File: src/rtl/mult_seq.sv
// Radix-2 shift-add multiplier: one multiplier bit per clock, 2*WIDTH-bit product
// with a single-cycle write strobe for the downstream result register.
module mult_seq #(
  parameter int WIDTH = 16
) (
  input  logic               clk,
  input  logic               rst,
  input  logic               start,
  input  logic               signed_op,
  input  logic [WIDTH-1:0]   a,
  input  logic [WIDTH-1:0]   b,
  output logic               ready,
  output logic               busy,
  output logic [2*WIDTH-1:0] prod,
  output logic               prod_valid
);

  localparam int CW = $clog2(WIDTH + 1);

  typedef enum logic [1:0] {IDLE, RUN, DONE} state_t;

  state_t            state, state_nxt;
  logic [CW-1:0]     cnt;
  logic [2*WIDTH:0]  acc;
  logic [WIDTH-1:0]  mcand;
  logic              neg;
  logic              accept;
  logic              last_iter;

  // Most negative input maps to itself, read back as an unsigned magnitude.
  function automatic logic [WIDTH-1:0] magnitude(input logic signed [WIDTH-1:0] x,
                                                 input logic is_signed);
    logic signed [WIDTH-1:0] nx;
    nx = -x;
    if (is_signed && x[WIDTH-1])
      return $unsigned(nx);
    return $unsigned(x);
  endfunction

  function automatic logic [2*WIDTH-1:0] apply_sign(input logic [2*WIDTH-1:0] mag,
                                                    input logic n);
    return n ? (~mag + 1'b1) : mag;
  endfunction

  // Upper half carries the partial sum, lower half still holds unconsumed multiplier bits.
  function automatic logic [2*WIDTH:0] shift_add(input logic [2*WIDTH:0] cur,
                                                 input logic [WIDTH-1:0] m);
    logic [WIDTH:0] upper;
    upper = cur[2*WIDTH:WIDTH];
    if (cur[0])
      upper = upper + {1'b0, m};
    return {upper, cur[WIDTH-1:0]} >> 1;
  endfunction

  assign accept    = ready & start;
  assign last_iter = (cnt == CW'(WIDTH));

  always_ff @(posedge clk or posedge rst) begin
    if (rst)
      state <= IDLE;
    else
      state <= state_nxt;
  end

  always_comb begin
    state_nxt  = state;
    ready      = 1'b0;
    busy       = 1'b0;
    prod_valid = 1'b0;
    case (state)
      IDLE: begin
        ready = 1'b1;
        if (start)
          state_nxt = RUN;
      end
      RUN: begin
        busy = 1'b1;
        if (last_iter)
          state_nxt = DONE;
      end
      DONE: begin
        ready      = 1'b1;
        prod_valid = 1'b1;
        state_nxt  = start ? RUN : IDLE;
      end
      default: state_nxt = IDLE;
    endcase
  end

  // One extra RUN cycle after the last iteration applies the sign and loads prod.
  always_ff @(posedge clk or posedge rst) begin
    if (rst) begin
      cnt   <= '0;
      acc   <= '0;
      mcand <= '0;
      neg   <= 1'b0;
      prod  <= '0;
    end else if (accept) begin
      neg   <= signed_op & (a[WIDTH-1] ^ b[WIDTH-1]);
      mcand <= magnitude(a, signed_op);
      acc   <= {{(WIDTH+1){1'b0}}, magnitude(b, signed_op)};
      cnt   <= '0;
    end else if (state == RUN) begin
      if (!last_iter) begin
        acc <= shift_add(acc, mcand);
        cnt <= cnt + CW'(1);
      end else begin
        prod <= apply_sign(acc[2*WIDTH-1:0], neg);
      end
    end
  end

endmodule

File: config.mk
export PLATFORM = sky130hd
export DESIGN_NAME = mult_seq
export DESIGN_NICKNAME = d
export VERILOG_FILES = /design/src/rtl/mult_seq.sv
export SDC_FILE = /design/constraint.sdc
export NUM_CORES = 1
export LEC_CHECK = 0
export BUFFER_PORTS_ARGS = -buffer_cell sky130_fd_sc_hd__buf_2
export CAP_MARGIN = 40
export CORE_MARGIN = 5
export CORE_UTILIZATION = 60
export CTS_BUF_LIST = sky130_fd_sc_hd__clkbuf_2
export DETAILED_ROUTE_END_ITERATION = 8
export PLACE_DENSITY = 0.82
export SLEW_MARGIN = 5
export SYNTH_ARGS = -nofsm -noshare
export SYNTH_HDL_FRONTEND = slang
export SYNTH_SLANG_ARGS = --single-unit
File: constraint.sdc
create_clock -name clk -period 3.7 [get_ports clk]
set_clock_uncertainty 0.05 [all_clocks]
set_input_delay 0.185 -clock clk [delete_from_list [all_inputs] [get_ports clk]]
set_output_delay 0.185 -clock clk [all_outputs]
set_load 0.01 [all_outputs]
# Yosys cells after proc, flatten, opt, wreduce, memory -nomap -nowiden
# Cells that the tools add are included.
[op_classes]
add_sub_neg = 5
n_eq_ne = 6
muxes = 23
n_bitwise = 5
n_reduce_logical = 8
[op_table]
columns = ["op", "count"]
rows = [
  ["33-bit 2-to-1 mux", 3],
  ["16-bit 2-to-1 mux", 4],
  ["32-bit by 1-bit adder with 32-bit output (second input constant)", 1],
  ["32-bit 2-to-1 mux", 1],
  ["16-bit negator", 2],
  ["32-bit NOT", 1],
  ["17-bit by 16-bit adder with 17-bit output", 1],
  ["17-bit 2-to-1 mux", 1],
  ["5-bit 2-to-1 mux", 3],
  ["1-bit 2-to-1 mux", 8],
  ["2-bit != test (second input constant)", 3],
  ["2-bit case mux with 3 select lines", 1],
  ["5-bit by 1-bit adder with 5-bit output (second input constant)", 1],
  ["5-bit == test (second input constant)", 1],
  ["2-bit 2-to-1 mux", 2],
  ["2-bit AND reduction", 2],
  ["3-bit AND reduction", 1],
  ["1-bit AND", 2],
  ["2-bit by 1-bit == test with 1-bit output (second input constant)", 1],
  ["2-bit == test (second input constant)", 1],
  ["1-bit logical AND", 2],
  ["2-bit logical NOT", 1],
  ["2-bit nonzero test", 1],
  ["2-bit OR reduction", 1],
  ["other kinds (2)", 2],
]
[totals]
register_bits = 89
in_bits = 36
out_inout_bits = 35
wordCells = 53

# Longest topological paths before layout
# Gate-level depths: netlist (run 1).
[depth]
ltp_word = 7
ltp_mapped = 10
ltp_nobuf = 9

# Worst setup path after synthesis (run 1)
# Ideal clock, no wire load.
[synth_path]
path_kind = "reg2reg"
from = "register acc[20]"
to = "register acc[26]"
setup_time_ns = 0.129
arrival_time_ns = 2.468
required_time_ns = 3.521
path_slack_ns = 1.053
stages_incl_launch_ff = 8
path_buffers = 0
period_less_slack_ns = 2.647
cell_sequence = "dfrtp_1 -> ha_1 -> and3_1 -> a2111oi_0 -> a21oi_1 -> or3_1 -> a31oi_1 -> o21ai_1"
[synth_between]
elab_chain_len = 5
[synth_rtl]
columns = ["element", "line", "text"]
rows = [
  ["start, declared", "24", "logic [2*WIDTH:0] acc;"],
  ["start signal, assigned", "101", "acc <= {{(WIDTH+1){1'b0}}, magnitude(b, signed_op)};"],
  ["start signal, assigned", "105", "acc <= shift_add(acc, mcand);"],
  ["17-bit by 16-bit adder with 17-bit output", "51", "upper = upper + {1'b0, m};"],
  ["17-bit 2-to-1 mux", "50", "if (cur[0])"],
  ["33-bit 2-to-1 mux", "104", "if (!last_iter) begin"],
  ["33-bit 2-to-1 mux", "103", "end else if (state == RUN) begin"],
  ["33-bit 2-to-1 mux", "98", "end else if (accept) begin"],
]
# Every way passes these cells. The select of a mux whose other input is x is not followed.
# A chain may end at the register's enable or synchronous reset.

# Worst setup path in the final report (run 1)
[layout_path]
from = "register cnt[0]"
to = "register acc[2]"
[layout_between]
elab_chain_len = 3
[layout_rtl]
columns = ["element", "line", "text"]
rows = [
  ["start, declared", "23", "logic [CW-1:0] cnt;"],
  ["start signal, assigned", "106", "cnt <= cnt + CW'(1);"],
  ["5-bit == test", "56", "assign last_iter = (cnt == CW'(WIDTH));"],
  ["2-bit != test (no line)", "-", ""],
  ["2-bit AND reduction (no line)", "-", ""],
]
# Every way passes these cells.

==> results.ini, run 1 <==
[hold_path]
hold_class=in2reg

[yosys]
synth.distinct_cells=54
ys_ff_latch=88
yosysSeqAreaShare_pct=40.07
yosys.area.top_type=dfrtp_1
syn_inst=619
synth_area_leaders=dfrtp_1 (40%), xor2_1 (7.3%), o21ai_0 (6.0%)
yosysMostFrequentCell=dfrtp_1
synth_edf_count=0
synth_top_area_share_pct=40.07
yosys_warnings=0
netlist_area_um2=5495
synthArstFlopShare_pct=100.0
synth_flop_cell=dfrtp_1
ys_top_cells_by_count=dfrtp_1 (88), nand2_1 (82), o21ai_0 (66)
syn_avg_cell_area_um2=8.878
syn_nets=677

[setup_path]
crit_start=cnt[0]
start_kind=flop
rr_startpoint=cnt[0]
cp.arrival_ns=3.52
endpoint_kind=flop
slowest_delay_ns=0.74
crit_type=reg2reg
path_common_cell=nor2_1
cp-endpoint=acc[2]
r2r_end=acc[2]
reg2reg_slack_ns=0.61
crit_path_cell_trace=inv_1 -> ha_1 -> nor4bb_1 -> nor2_1 -> buf_4 -> nor2_1 -> a22oi_1 -> o21ai_0 -> dlygate4sd3_1
reg2regPathDepth=9
worst-path-max-fanout=16
cp_slowest_cell=nor2_1
required_ns=4.13

[place]
globalplace.congestion=0.9634
detailed_place_hpwl_um=9815
dpl_cell_area_um2=5967
pre_cts_ws_ns=0.9844
dp_cells=780
io_buffers=70

[pwr]
p_per_area_nw_per_um2=797.1
p_total_mw=5.141
ir_drop_mv=0.3437
power.leakage_nw=2.955

[timing]
fin_ws_ns=0.6071
tns_ns=0
finalSetupViolCount=0
drv_slew=0
max_freq_mhz=323.3
slew_headroom_pct=35.72
period_share_pct=83.59
finalHoldViolations=0
worst_pin_slew_ns=0.9606
rsz0062_at_grt=false
fin_crit_ns=3.093

[clock_tree]
cts.sinks=88
cts_root_buffer=clkbuf_2
insertion_delay_ns=0.52
cts_buffer_depth=2
cts.clk_slew.worst_paths_ns=0.23
post_cts_resized=0
cts_tree=yes
cts.htree.levels=3
numCtsBuffers=9

[global_routing]
grt_pass1_vias=4821
grt_max_degree=46
antenna_found_initial=0
grt_usage_pct=24.76
grt_pass1_wl_um=22680
grt_overflow=0

[cells_and_area]
nFillCells=727
multiInputGateArea_um2=3108
layoutNonFillerInstCount=833
finish.instance_area_um2=6450
seq_area_um2=2202
nets=777
n_antenna_cell=0
drive_gt1_share_pct=14.54
synthToLayoutAreaGrowth_pct=17.37

[routing]
drtIter0Drc=336
viasPerCell=5.957
ant_nets=0
first_pass_iters=5
wirelength_um=13420
vias=4962
routedWlPerCell_um=16.11
drc=0

[die]
core_area_um2=9065
dieWidth_um=105.7
die_h_um=105.7
rows=35
io_pins=71
initial_utilization_pct=60.62
die_area_um2=11170

[run]
maxCapViolCount=0

[outcome]
status=finished clean

==> logic make-up after synthesis <==
family	Yosys count	share of synthesized area (%)
buffers and inverters	48	3.415
flip-flops	88	40.07
XOR/XNOR	66	10.52
AO/OA/AOI/OAI	192	21.84
multiplexers	7	1.298
AND/OR/NAND/NOR	196	17.71
adder cells (fa/ha/maj)	22	5.146
==> per-stage QoR <==
stage                     utilization (%)  hold slack [ns]
final                               71.15           0.1476
after global routing                71.15           0.1475
after CTS                           71.07          0.09517
after detailed placement            65.82           0.2832
after global placement              65.36           0.2656
after floorplan                         -           0.2630
==> worst max-delay path, delay by kind of cell (launching register included) <==
| family | cells | cell delay [ns] |
|---|---|---|
| compound gates | 2 | 0.29 |
| simple gates | 3 | 1.24 |
| flops | 1 | 0.47 |
| fa+ha+maj | 1 | 0.15 |
| buf+inv | 3 | 0.86 |
==> repair_timing <==
| item | CTS | global route |
|---|---|---|
| hold buffers | 38 | 0 |
| setup buffers | 0 | 0 |
| hold endpoints to repair | 76 | 0 |
==> flip-flops by register name, indices dropped and copies added, names as in the netlist <==
signal	count
mcand	16
prod	32
neg	1
cnt	5
state	2
acc	32
==> worst min path at each step <==
stage	start	to	slack, ns	cells past startpoint
after floorplan	a[15]	mcand[15]	0.26	2
after global placement	rst	prod[25]	0.27	2
after detailed placement	rst	prod[27]	0.28	2
after CTS	b[2]	acc[3]	0.1	4
after global routing	b[2]	acc[3]	0.15	4
final	b[2]	acc[3]	0.15	4
==> cell type report <==
cell class / instances / share of cell area (%)
Multi-Input combinational cell: 483 / 48.19
Sequential cell: 88 / 34.14
Timing Repair Buffer: 118 / 12.92
Tap cell: 111 / 2.153
Inverter: 19 / 1.125
Clock inverter: 5 / 0.7759
Clock buffer: 9 / 0.6984
==> layout by cell type, fill, tap and decap left out, drive strengths merged, types with 2 or more instances in the layout <==
cell and count:
a211oi 3, a21o 5, a21oi 16, a22oi 14, a31oi 15, and2 3
and3 9, buf 80, clkbuf 9, clkinv 4, dfrtp 88, dlygate4sd3 38
ha 21, inv 18, mux2i 6, nand2 82, nand2b 5, nand3 18
nand4 2, nor2 22, nor2b 7, nor3 14, nor4 5, o211a 2
o21a 6, o21ai 101, o31ai 20, o41ai 5, or3 13, or4 7
or4b 3, xnor2 20, xor2 46
==> metal layers <==
layer / part of all wire, % / wire length (µm) / up-vias / GRT usage, %
li1: - / - / 2427 / -
met1: 46 / 6211 / 2351 / 33.95
met2: 47 / 6261 / 162 / 40.53
met3: 5.4 / 719 / 22 / 3.429
met4: 1.7 / 223 / 0 / 8.326
met5: 0 / 0 / - / 0
==> report_power, final <==
| part | switching [mW] | internal [mW] |
|---|---|---|
| sequential | 0.496 | 1.39 |
| combinational | 1.57 | 1.23 |
| clock | 0.311 | 0.143 |
Power figures use the tool's default switching activity.
==> inputs of run 2 (changes only) <==
==> constraint.sdc (replaced) <==
create_clock -name clk -period 2.9 [get_ports clk]
set_clock_uncertainty 0.05 [all_clocks]
set_input_delay 0.145 -clock clk [delete_from_list [all_inputs] [get_ports clk]]
set_output_delay 0.145 -clock clk [all_outputs]
set_load 0.01 [all_outputs]
==> run 2 against run 1 <==
Compared with the run above:
- clock power increased by 43%
- largest power group unchanged
- global-route usage increased by 0.11 points
- critical path type is now in2reg
- core utilization increased by 0.90 points
- power increased by 28%
- via count decreased by 0.85%
- clock-buffer cell count unchanged
==> results.ini, run 2 (same netlist as run 1, synthesis figures left out) <==
[outcome]
status=finished clean

[routing]
first_pass_iters=5  ; unchanged
wirelength_um=13550  ; +1.0%
drtIter0Drc=299  ; -11%
viasPerCell=5.843  ; -1.9%
vias=4920  ; -0.85%
routedWlPerCell_um=16.10  ; about the same
drc=0  ; unchanged
ant_nets=0  ; unchanged

[place]
io_buffers=70  ; unchanged
globalplace.congestion=0.8763  ; -9.0%
detailed_place_hpwl_um=9449  ; -3.7%

[setup_path]
worst-path-max-fanout=4  ; -12
required_ns=3.33  ; -0.80 ns
endpoint_kind=flop
start_kind=input pin
crit_type=in2reg
cp.arrival_ns=3.22  ; -0.30 ns

[die]
rows=35  ; unchanged
die_area_um2=11170  ; unchanged
die_h_um=105.7  ; unchanged
dieWidth_um=105.7  ; unchanged
initial_utilization_pct=60.62  ; unchanged
io_pins=71  ; unchanged
core_area_um2=9065  ; unchanged

[global_routing]
grt_overflow=0  ; unchanged
grt_pass1_vias=4784  ; -0.77%
grt_max_degree=89  ; +93%
grt_pass1_wl_um=22790  ; +0.49%
antenna_found_initial=0  ; unchanged
grt_usage_pct=24.87  ; +0.11 points

[clock_tree]
post_cts_resized=0  ; unchanged
cts.htree.levels=3  ; unchanged
cts.sinks=88  ; unchanged
cts_root_buffer=clkbuf_2
cts_buffer_depth=2  ; unchanged
cts_tree=yes
insertion_delay_ns=0.59  ; +0.07 ns
numCtsBuffers=9  ; unchanged
cts.clk_slew.worst_paths_ns=0.24  ; about the same

[timing]
rsz0062_at_grt=false
drv_slew=0  ; unchanged
fin_crit_ns=2.794
tns_ns=0  ; unchanged
finalHoldViolations=0  ; unchanged
finalSetupViolCount=0  ; unchanged
worst_pin_slew_ns=0.9142  ; -0.04635 ns
max_freq_mhz=357.9
slew_headroom_pct=39.05  ; +3.3 points
period_share_pct=96.34

[run]
maxCapViolCount=0  ; unchanged

[hold_path]
hold_class=in2reg

[pwr]
p_total_mw=6.596  ; +28%
power.leakage_nw=2.994  ; +1.3%
p_per_area_nw_per_um2=1010  ; +27%
ir_drop_mv=0.4528  ; +32%

[cells_and_area]
final_cell_mix=dfrtp_1 (88), nand2_1 (81), buf_2 (70)
nFillCells=660  ; -9.2%
n_antenna_cell=0  ; unchanged
reg_top3=acc (32), prod (32), mcand (16)
nets=784  ; +0.90%
synthToLayoutAreaGrowth_pct=18.85
final_common_cell=dfrtp_1
drive_gt1_share_pct=15.18  ; +0.64 points

==> run 2: stage by stage <==
step                      setup WS (ns)  std cells  hold WS (ns)  instance area [µm²]  util [%]
after floorplan                  0.2528        619        0.2230                 5495         -
after global placement           0.2451        784        0.2278                 5995     66.13
after detailed placement         0.2118        784        0.2337                 5995     66.13
after CTS                        0.1294        842       0.02973                 6531     72.05
after global routing            0.05704        842       0.02828                 6531     72.05
final                            0.1062        842       0.02732                 6531     72.05
==> run 2: worst max-delay path: stages <==
cell and delay, ns:
dlygate4sd3_1 0.53, buf_2 0.14, nor4_1 0.36, nand2b_1 0.16
or4_1 0.52, o41ai_1 0.58, xor2_1 0.18, dlygate4sd3_1 0.55
o21ai_1 0.06
==> run 2: layer usage <==
metal	up-vias	global-route usage, %	share of wire [%]
met2	147	41.21	47
met4	0	6.013	1.1
li1	2439	-	-
met1	2321	34.35	46
met3	13	3.919	5.5
met5	-	0	0
==> run 2: path summary, 6_finish.rpt <==
path	start	end	slack, ns	depth (start not counted)
max	a[4]	mcand[13]	0.11	9
min	start	cnt[2]	0.03	4
max reg2reg	acc[6]	prod[29]	0.13	6
min reg2reg	prod[13]	prod[13]	0.46	2
max in group asynchronous	rst	mcand[0]	2.28	4
min in group asynchronous	rst	prod[23]	0.10	4
==> run 2: layout make-up <==
class                      count  area, µm²  area share [%]
sequential                    88       2202           33.72
clock inverter                 7      71.32           1.092
inverter                      19      72.57           1.111
clock buffer                   9      45.04          0.6897
tap                          111      138.9           2.126
multi-input combinational    483       3108           47.59
timing repair buffer         125      893.4           13.68
==> run 2: power breakdown <==
group          switching [mW]  leakage [nW]  internal [mW]  total, mW
clock network           0.450        0.0659          0.198      0.649
logic                    2.00          1.81           1.57       3.57
registers               0.604          1.12           1.77       2.38
==> run 2: repair_timing <==
item | 4_1_cts | 5_1_grt
endpoints found under the hold margin | 121 | 0
hold buffers | 42 | 0
setup buffers | 0 | 0
